**src/rtl/rv32i_pc_gen.sv**
```systemverilog
// RV32I program-counter generator: IDLE/RUN/TRAP/DONE sequencer with redirect, stall, halt and cycle budget.
// Define RV32I_PC_GEN_RVC_EN to accept 2-byte aligned redirect targets (compressed-ISA style).
module rv32i_pc_gen #(
   parameter int              XLEN         = 32,
   parameter logic [XLEN-1:0] RESET_VECTOR = '0,
   parameter int              DURATION     = 100,
   parameter int              CNT_W        = 32
) (
   input  logic             clk,
   input  logic             reset,
   input  logic             stall,
   input  logic             redirect_valid,
   input  logic [XLEN-1:0]  redirect_target,
   input  logic             halt,
   output logic [XLEN-1:0]  pc,
   output logic             fetch_valid,
   output logic             trap,
   output logic [XLEN-1:0]  trap_addr,
   output logic             done,
   output logic             timeout,
   output logic [CNT_W-1:0] cycle_count,
   output logic [CNT_W-1:0] retire_count
);

   typedef enum logic [1:0] {S_IDLE, S_RUN, S_TRAP, S_DONE} state_t;

   localparam logic [CNT_W-1:0] CNT_MAX  = '1;
   localparam logic [CNT_W-1:0] DUR_LAST = CNT_W'(DURATION - 1);

   state_t            state_q, state_d;
   logic [XLEN-1:0]   pc_q, pc_d;
   logic [XLEN-1:0]   trap_addr_q, trap_addr_d;
   logic              trap_q, trap_d;
   logic              done_q, done_d;
   logic              timeout_q, timeout_d;
   logic [CNT_W-1:0]  cyc_q, cyc_d;
   logic [CNT_W-1:0]  ret_q, ret_d;
   logic              misaligned;

   function automatic logic [CNT_W-1:0] sat_inc(input logic [CNT_W-1:0] v);
      return (v == CNT_MAX) ? v : v + CNT_W'(1);
   endfunction

`ifdef RV32I_PC_GEN_RVC_EN
   assign misaligned = redirect_target[0];
`else
   assign misaligned = |redirect_target[1:0];
`endif

   always_comb begin
      // NOTE: every next-state signal defaults to hold first, so no path through the case infers a latch.
      state_d     = state_q;
      pc_d        = pc_q;
      trap_d      = trap_q;
      trap_addr_d = trap_addr_q;
      done_d      = done_q;
      timeout_d   = timeout_q;
      cyc_d       = cyc_q;
      ret_d       = ret_q;
      unique case (state_q)
         S_IDLE: state_d = S_RUN;
         S_RUN: begin
            cyc_d = sat_inc(cyc_q);
            if (halt) begin
               state_d = S_DONE;
               done_d  = 1'b1;
            end else if (redirect_valid && misaligned) begin
               state_d     = S_TRAP;
               trap_d      = 1'b1;
               trap_addr_d = redirect_target;
            end else begin
               if (redirect_valid) begin
                  pc_d  = redirect_target;
                  ret_d = sat_inc(ret_q);
               end else if (!stall) begin
                  pc_d  = pc_q + XLEN'(4);
                  ret_d = sat_inc(ret_q);
               end
               // The final budgeted cycle still performs its fetch action, then ends the run.
               if (cyc_q == DUR_LAST) begin
                  state_d   = S_DONE;
                  done_d    = 1'b1;
                  timeout_d = 1'b1;
               end
            end
         end
         default: ;  // TRAP and DONE hold everything until reset
      endcase
   end

   // NOTE: asynchronous reset with non-blocking updates; every register, including the counters, is cleared.
   always_ff @(posedge clk or posedge reset) begin
      if (reset) begin
         state_q     <= S_IDLE;
         pc_q        <= RESET_VECTOR;
         trap_q      <= 1'b0;
         trap_addr_q <= '0;
         done_q      <= 1'b0;
         timeout_q   <= 1'b0;
         cyc_q       <= '0;
         ret_q       <= '0;
      end else begin
         state_q     <= state_d;
         pc_q        <= pc_d;
         trap_q      <= trap_d;
         trap_addr_q <= trap_addr_d;
         done_q      <= done_d;
         timeout_q   <= timeout_d;
         cyc_q       <= cyc_d;
         ret_q       <= ret_d;
      end
   end

   assign pc           = pc_q;
   assign fetch_valid  = (state_q == S_RUN);
   assign trap         = trap_q;
   assign trap_addr    = trap_addr_q;
   assign done         = done_q;
   assign timeout      = timeout_q;
   assign cycle_count  = cyc_q;
   assign retire_count = ret_q;

endmodule

```
**config.mk**
```make
export PLATFORM = sky130hd
export DESIGN_NAME = rv32i_pc_gen
export DESIGN_NICKNAME = d
export VERILOG_FILES = /design/src/rtl/rv32i_pc_gen.sv
export SDC_FILE = /design/constraint.sdc
export NUM_CORES = 1
export LEC_CHECK = 0
export CORE_ASPECT_RATIO = 1.75
export CORE_MARGIN = 2
export CORE_UTILIZATION = 35
export DETAILED_ROUTE_END_ITERATION = 10
export RECOVER_POWER = 50
export SLEW_MARGIN = 20
export SYNTH_ARGS = -nofsm -noshare
export SYNTH_HDL_FRONTEND = slang
export SYNTH_SLANG_ARGS = --single-unit
```
**constraint.sdc**
```tcl
create_clock -name clk -period 5.59 [get_ports clk]
set_input_delay 0.559 -clock clk [delete_from_list [all_inputs] [get_ports clk]]
set_output_delay 0.559 -clock clk [all_outputs]
set_load 0.005 [all_outputs]
```
# --- Yosys cells after proc, flatten, opt, wreduce, memory -nomap -nowiden ---
# Index checks and enable logic that the tools add are counted.
# Widths: inputs -> output; s select.
op_classes:
  bitwise_logic: 3
  n_reduce_logical: 11
  eq_ne: 7
  n_mux: 12
  add_sub_neg: 3
ops:
  columns: ["op", "count"]
  rows:
  - ["$mux 32", 5]
  - ["$add 32x1->32 const B", 2]
  - ["$eq 32x32->1 const B", 2]
  - ["$add 32x3->32 const B", 1]
  - ["$eq 32x7->1 const B", 1]
  - ["$reduce_and 4->1", 2]
  - ["$mux 2", 3]
  - ["$reduce_and 3->1", 2]
  - ["$ne 4x2->1 const B", 1]
  - ["$pmux 2 s2", 1]
  - ["$reduce_and 2->1", 2]
  - ["$reduce_bool 2->1", 2]
  - ["$mux 1", 3]
  - ["$not 1->1", 3]
  - ["$eq 2x1->1 const B", 1]
  - ["$logic_not 2->1", 1]
  - ["$ne 2x1->1 const B", 1]
  - ["$ne 2x2->1 const B", 1]
  - ["$reduce_or 2->1", 1]
  - ["$logic_and 1x1->1", 1]
word_totals:
  output_inout_bits: 132
  input_bits: 37
  register_bits: 133

# --- Logic depth before layout (Yosys ltp) ---
# Gate-level depths: netlist of the first run.
logic_depth:
  ltp_word: 5
  ltp_mapped: 8

# --- Worst setup path before layout of the first run ---
# OpenSTA, ideal clock, no wires.
synth_path:
  kind: "input to register"
  from: "input redirect_valid"
  to: "register trap_addr_q[0], in the netlist trap_addr[0]"
  path_buffers: 3
  t_required_ns: 5.465
  arrival_time_ns: 1.869
  cell_stages: 6
  slack_ns: 3.597
  cell_sequence: "clkbuf_1 -> o21ai_1 -> nor2b_1 -> clkbuf_1 -> buf_2 -> mux2_2"
synth_between:
  elab_chain_len: 2
synth_lines:
  columns: ["element", "line_no", "text"]
  rows:
  - ["start, declared", "12", "input logic redirect_valid,"]
  - ["$logic_and 1x1->1", "67", "end else if (redirect_valid && misaligned) begin"]
  - ["$reduce_and 3->1 (no line)", null, null]
  - ["end signal, assigned", "106", "trap_addr_q <= trap_addr_d;"]
  - ["end, declared", "32", "logic [XLEN-1:0] trap_addr_q, trap_addr_d;"]
# No other way between the ends.
# A chain may end at the register's enable or synchronous reset.

# --- Worst setup path in the final report of the first run ---
layout_path:
  from: "input redirect_valid"
  to: "register trap_addr_q[7], in the netlist trap_addr[7]"
# The elaborated chain is that of the path after synthesis.

==> qor.csv, run 1 <==
metric;value;unit
min Tclk post-route;2.616;ns
initial core utilization;0.3557;
top cells by area, synth;dfrtp_1 (50%), mux2_2 (6.0%), xnor2_1 (4.0%);
top_reg_cell synth;dfrtp_1;
post-synth top area share;0.5036;
CP max-delay cell;nor2b_4;
Post-CTS Hold Buffers;0;
# IOs;169;
global-route wire length before repair;33020;µm
Clk pwr share;0.497;
post_cts resized;0;
Max IR drop VDD;0.0001843;V
drt first pass iters;5;
Syn. warnings;0;
Mean Syn Cell Area;10.46;µm²
Rows;66;
P_int;1800;µW
CTS tree;yes;
GRT Resource Usage Total;0.2142;
final wirelength;20790;µm
Cell Chain, Critical Path;buf_2 -> o21ai_1 -> nor2b_4 -> mux2_2;
routed vias;5841;
Psw;555.2;µW
nature of the critical path endpoint;flip-flop;
Final nets;837;
cts bufs inserted;17;
worst reg2reg startpoint;retire_count[0];
synthesized flop and latch total;133;
DPL Wire Length;15160;µm
CP Capture Point;trap_addr[7];
max-cap violations;0;
critical path's largest stage delay;0.89;ns
CTS clk-pin slew, worst paths;0.06;ns
vias in the first global route;5914;
PwrDens;258.1;nW/µm²
Post-synth ARST share;1.000;
largest net degree at the start of global routing;100;
ANT cells;0;
outcome;completed;
Tcrit/Tclk final;0.4680;
cell accounting for the most synthesized area;dfrtp_1;
worst-path fanout max;44;
FMAX;382.2;MHz
hold_ws;0.4534;ns
WS Path Type;in -> reg;
reg2reg end;retire_count[1];
sw frac;0.2357;
Post-synth EDFFs;0;
Worst slew margin;0.3118;
vias per cell;5.573;
Setup Skew;0.01289;ns
core box area;18580;µm²
drt wl/cell;19.83;µm
post-synthesis sequential area ratio;0.5036;
Max Slew Vio Count;0;
worst hold path type;reg -> reg;
CP required;5.89;ns
H-tree level count;4;
RSZ-0062 raised after global routing;false;
Die Y;185.8;µm
share of cells above drive strength 1;0.1111;
initial antenna violation count;0;
Post-Synthesis Cells;632;
Comb pwr share;0.069;
RePlAce Congestion;0.9199;
full die area;20040;µm²
Slew @ Worst Pin;1.031;ns
CP Launch Type;input port;
final hold violations;0;
Worst R2R Setup Slack;2.99;ns
number of nets with antenna violations after routing;0;
number of setup buffers added after CTS;0;
remaining global-route overflow;0;
R2R cell count;6;
sequential power share;0.433;
synthesized area;6609;µm²
CTS Buffer Depth;2;
die width;107.9;µm
1st-iter DRT viols;358;
Static Leakage;0.004137;µW
endpoints failing setup;0;
Critical Path AT;2.91;ns
Area Overhead vs Synth;38.05;%
Setup TNS;0;ns
CTS Sinks;133;
Residual DRC;0;
Port Buffers;168;
Setup crit start;redirect_valid;
clk_lat worst skew;0.41;ns
Root Buffer;clkbuf_16;
Syn Nets;672;
fillers;1732;
Cell variety after synth;56;
-- metal layers --
metal | wire length [µm] | track usage | part of all wire | vias up
met5 | 0 | 0 | 0 | -
met4 | 424 | 0.07231 | 0.020 | 0
met3 | 1164 | 0.04202 | 0.056 | 30
met2 | 11320 | 0.3917 | 0.54 | 243
met1 | 7877 | 0.2463 | 0.38 | 2902
li1 | - | - | - | 2666
-- cell usage in the layout, fill, tap and decap left out, types with 3 or more instances in the layout --
master	synthesis	final
dfrtp_1	133	133
dlygate4sd3_1	0	98
clkdlybuf4s50_1	0	69
nand2_1	41	41
nor2_1	40	40
nand3_1	37	37
nand4_1	36	36
mux2_2	35	35
nor3_1	32	32
xnor2_1	30	30
xor2_1	29	29
a21oi_1	27	27
o21ai_0	21	21
and3_1	19	19
clkbuf_16	0	17
nor4_1	13	13
and4_1	11	11
inv_1	10	9
o22ai_1	7	7
and2_1	6	6
mux2i_1	5	5
a22oi_1	5	5
o2bb2ai_1	5	5
a311oi_1	5	5
inv_6	0	5
or3_1	4	4
o211ai_1	4	4
a31oi_1	4	4
nand4_2	3	3
nor4_4	3	3
nor3b_1	3	3
a2bb2oi_1	3	3
ha_1	3	3
bufinv_16	0	3
clkinvlp_4	0	3
buf_4	0	3
-- cell usage after synthesis, drive strengths merged, types with 7 or more instances --
| master | n |
|---|---|
| nor2 | 41 |
| nand4 | 39 |
| nand3 | 38 |
| nor4 | 17 |
| inv | 10 |
| o21ai | 23 |
| o22ai | 7 |
| dfrtp | 133 |
| nor3 | 32 |
| buf | 8 |
| mux2 | 36 |
| xnor2 | 30 |
| and4 | 11 |
| nand2 | 41 |
| a21oi | 27 |
| clkbuf | 17 |
| xor2 | 29 |
| and3 | 19 |
-- state kept, by name, indices dropped and copies added (netlist names) --
name,flops
cycle_count,32
pc,32
retire_count,32
trap_addr,32
state_q,2
done,1
timeout,1
trap,1
-- cells by family (layout without fill, tap and decap cells) --
kind of cell / count (synthesis) / count (layout) / share of synthesized area
mux: 41 / 41 / 0.06891
compound gates: 95 / 95 / 0.09315
flops: 133 / 133 / 0.5036
simple gates: 266 / 266 / 0.2293
buf+inv: 35 / 213 / 0.02120
xor+xnor: 59 / 59 / 0.07819
fa+ha+maj: 3 / 3 / 0.005680
-- layout make-up --
type,count,area (µm²),share of cell area
clock buffer,19,442.9,0.04855
clock inverter,13,170.2,0.01865
inverter,10,42.54,0.004663
multi-input combinational,464,3143,0.3445
sequential,133,3328,0.3648
tap,238,297.8,0.03264
timing repair buffer,171,1699,0.1862
-- per-stage QoR --
stage	utilization	setup slack (ns)	cell area, µm²	instances	power (µW)
2_1_floorplan	-	1.477	6609	632	1097
3_3_place_gp	0.4583	2.631	8516	1016	1210
3_5_place_dp	0.4583	2.500	8516	1016	1215
4_1_cts	0.4913	2.976	9129	1048	2395
5_1_grt	0.4910	2.783	9124	1048	2450
6_report	0.4910	2.974	9124	1048	2355
-- worst max-delay path, delay by kind of cell --
family / cells / cell delay (ns)
AOI/OAI and AO/OA: 1 / 0.40
buffers and inverters: 1 / 0.60
muxes: 1 / 0.42
and+or+nand+nor: 1 / 0.89
-- worst min-delay path by stage --
stage	startpoint	endpoint	slack, ns	cells after the start
finish	done	done	0.45	1
global route	trap	trap	0.48	1
CTS	done	done	0.47	1
detailed placement	done	done	0.45	1
global placement	done	done	0.45	1
floorplan	done	done	0.45	1
-- power groups by stage --
stage          clock [µW]  combinational (µW)  sequential [µW]
2_1_floorplan           0                63.3             1030
3_3_place_gp            0                 173             1040
3_5_place_dp            0                 176             1040
4_1_cts              1200                 177             1020
5_1_grt              1250                 180             1030
6_report             1170                 164             1020
No activity file was read; power rests on OpenSTA's default activity.
==> run 2: changes to the inputs <==
clock period = 2.22 ns   (was 5.59 ns; I/O delays follow)
==> qor.csv, run 2 (synthesized netlist as in run 1, its figures left out) <==
metric;value;unit;change
outcome;completed;;
CP Launch Type;flip-flop;;
die width;107.9;µm;unchanged
drt wl/cell;19.24;µm;-3.0%
CTS Sinks;133;;unchanged
Max IR drop VDD;0.0003859;V;+110%
final hold violations;0;;unchanged
core box area;18580;µm²;unchanged
FMAX;479.7;MHz;
Final Instance Area;9460;µm²;+3.7%
Worst R2R Setup Slack;0.14;ns;-2.85 ns
placed cell areas;8840;µm²;+3.8%
Rows;66;;unchanged
initial antenna violation count;0;;unchanged
Die Y;185.8;µm;unchanged
ANT cells;0;;unchanged
DPL Wire Length;15680;µm;+3.4%
most common cell after layout, fill and taps aside;dfrtp_1;;
H-tree level count;4;;unchanged
# IOs;169;;unchanged
routed vias;5948;;+1.8%
Worst path most repeated cell;buf_4;;
nature of the critical path endpoint;flip-flop;;
global-route wire length before repair;32800;µm;-0.67%
commonest non-fill, non-tap cells in the layout;dfrtp_1 (133), clkdlybuf4s50_1 (102), dlygate4sd3_1 (65), nand2_1 (41), nor2_1 (40);;
RSZ-0062 raised after global routing;false;;
CP required;2.50;ns;-3.39 ns
Critical Path AT;2.37;ns;-0.54 ns
Final nets;872;;+4.2%
clk_lat worst skew;0.41;ns;about the same
endpoints failing setup;0;;unchanged
hold_ws;0.4168;ns;-0.03664 ns
max-cap violations;0;;unchanged
worst-path fanout max;7;;-84%
remaining global-route overflow;0;;unchanged
Setup TNS;0;ns;unchanged
Area Overhead vs Synth;43.15;%;
Static Leakage;0.004252;µW;+2.8%
RePlAce Congestion;0.8679;;-5.7%
Post-CTS Hold Buffers;0;;unchanged
number of nets with antenna violations after routing;0;;unchanged
CP max-delay cell;dfrtp_1;;
PwrDens;648.2;nW/µm²;+150%
CTS tree;yes;;
Tcrit/Tclk final;0.9390;;
1st-iter DRT viols;320;;-11%
worst hold path type;in -> async;;
Setup Skew;0.01176;ns;-0.001134 ns
Worst Path Buf+Inv;2;;+1
cts bufs inserted;17;;unchanged
Root Buffer;clkbuf_16;;
CTS Buffer Depth;2;;unchanged
Worst slew margin;0.3622;;+0.05041
Top Usage Layer GRT;met2;;
Top Family by Delay on Critical Path;simple AND/OR/NAND/NOR gates;;
vias in the first global route;6128;;+3.6%
min Tclk post-route;2.085;ns;
largest net degree at the start of global routing;52;;-48%
share of cells above drive strength 1;0.1503;;+0.03918
WS Path Type;reg -> reg;;
GR Layer Usage met2;0.3960;;+0.004277
full die area;20040;µm²;unchanged
Residual DRC;0;;unchanged
final wirelength;20840;µm;+0.24%
CTS clk-pin slew, worst paths;0.06;ns;about the same
Port Buffers;168;;unchanged
Slew @ Worst Pin;0.9514;ns;-0.07971 ns
GRT Resource Usage Total;0.2128;;-0.001364
initial core utilization;0.3557;;unchanged
Cell Chain, Critical Path;ha_1 -> and4_1 -> nand4_1 -> nor4_4 -> buf_4 -> buf_4 -> nor3_1 -> xor2_1;;
drt first pass iters;5;;unchanged
met3 usage;0.04587;;+0.003852
Max Slew Vio Count;0;;unchanged
vias per cell;5.492;;-1.5%
met1 Track Usage GR;0.2319;;-0.01437
critical path's largest stage delay;0.39;ns;-0.50 ns
[run 2: cell count changes in the layout (fill, tap and decap cells not counted), sizes merged, moves of 2 or more]
| cell | change |
|---|---|
| clkdlybuf4s50 | +33 |
| clkinvlp | -2 |
| buf | +32 |
| inv | +2 |
| dlygate4sd3 | -33 |
| clkbuf | +2 |
[run 2: power by group]
group / switching (µW) / internal, µW
Clock: 1180 / 1950
Combinational: 196 / 236
Sequential: 68.9 / 2500
[run 2: final timing paths]
path | from | endpoint | depth (start not counted)
min in group clk | redirect_valid | timeout | 4
worst min-delay path | reset | pc[4] | 2
worst max register to register | retire_count[1] | retire_count[7] | 8
worst min register to register | done | done | 1
max in group asynchronous | reset | trap_addr[1] | 3
worst max-delay path | retire_count[1] | retire_count[7] | 8
[run 2: metal layers]
| layer | vias to the layer above | share of wire |
|---|---|---|
| met1 | 2948 | 0.37 |
| li1 | 2724 | - |
| met2 | 226 | 0.55 |
| met5 | - | 0 |
| met3 | 50 | 0.048 |
| met4 | 0 | 0.030 |
[run 2: worst register-to-register path: stages, from the launching register on]
cell	delay [ns]
dfrtp_1	0.39
ha_1	0.22
and4_1	0.32
nand4_1	0.22
nor4_4	0.25
buf_4	0.20
buf_4	0.14
nor3_1	0.06
xor2_1	0.15
[run 2: what timing repair did]
item                                    CTS  global route
resized for setup                         0             1
buffers inserted                          0             0
endpoints found under the setup margin    0             4
[run 2: final cells by class]
type                    instances  area, µm²
clock inverters                14      212.7
inverters                      10      38.79
well taps                     238      297.8
fillers                      1712       9120
flip-flops and latches        133       3328
multi-input cells             464       3147
repair buffers                206       1997
clock buffers                  18      439.2
[run 2: per-stage QoR]
step                      setup slack [ns]  total power (µW)  std cells    util
after global routing               0.03235              6350       1083  0.5092
after CTS                           0.1324              6233       1083  0.5108
final                               0.1355              6132       1083  0.5092
after global placement              0.1284              3065       1051  0.4758
after floorplan                     0.3444              2763        632       -
after detailed placement           0.04182              3078       1051  0.4758
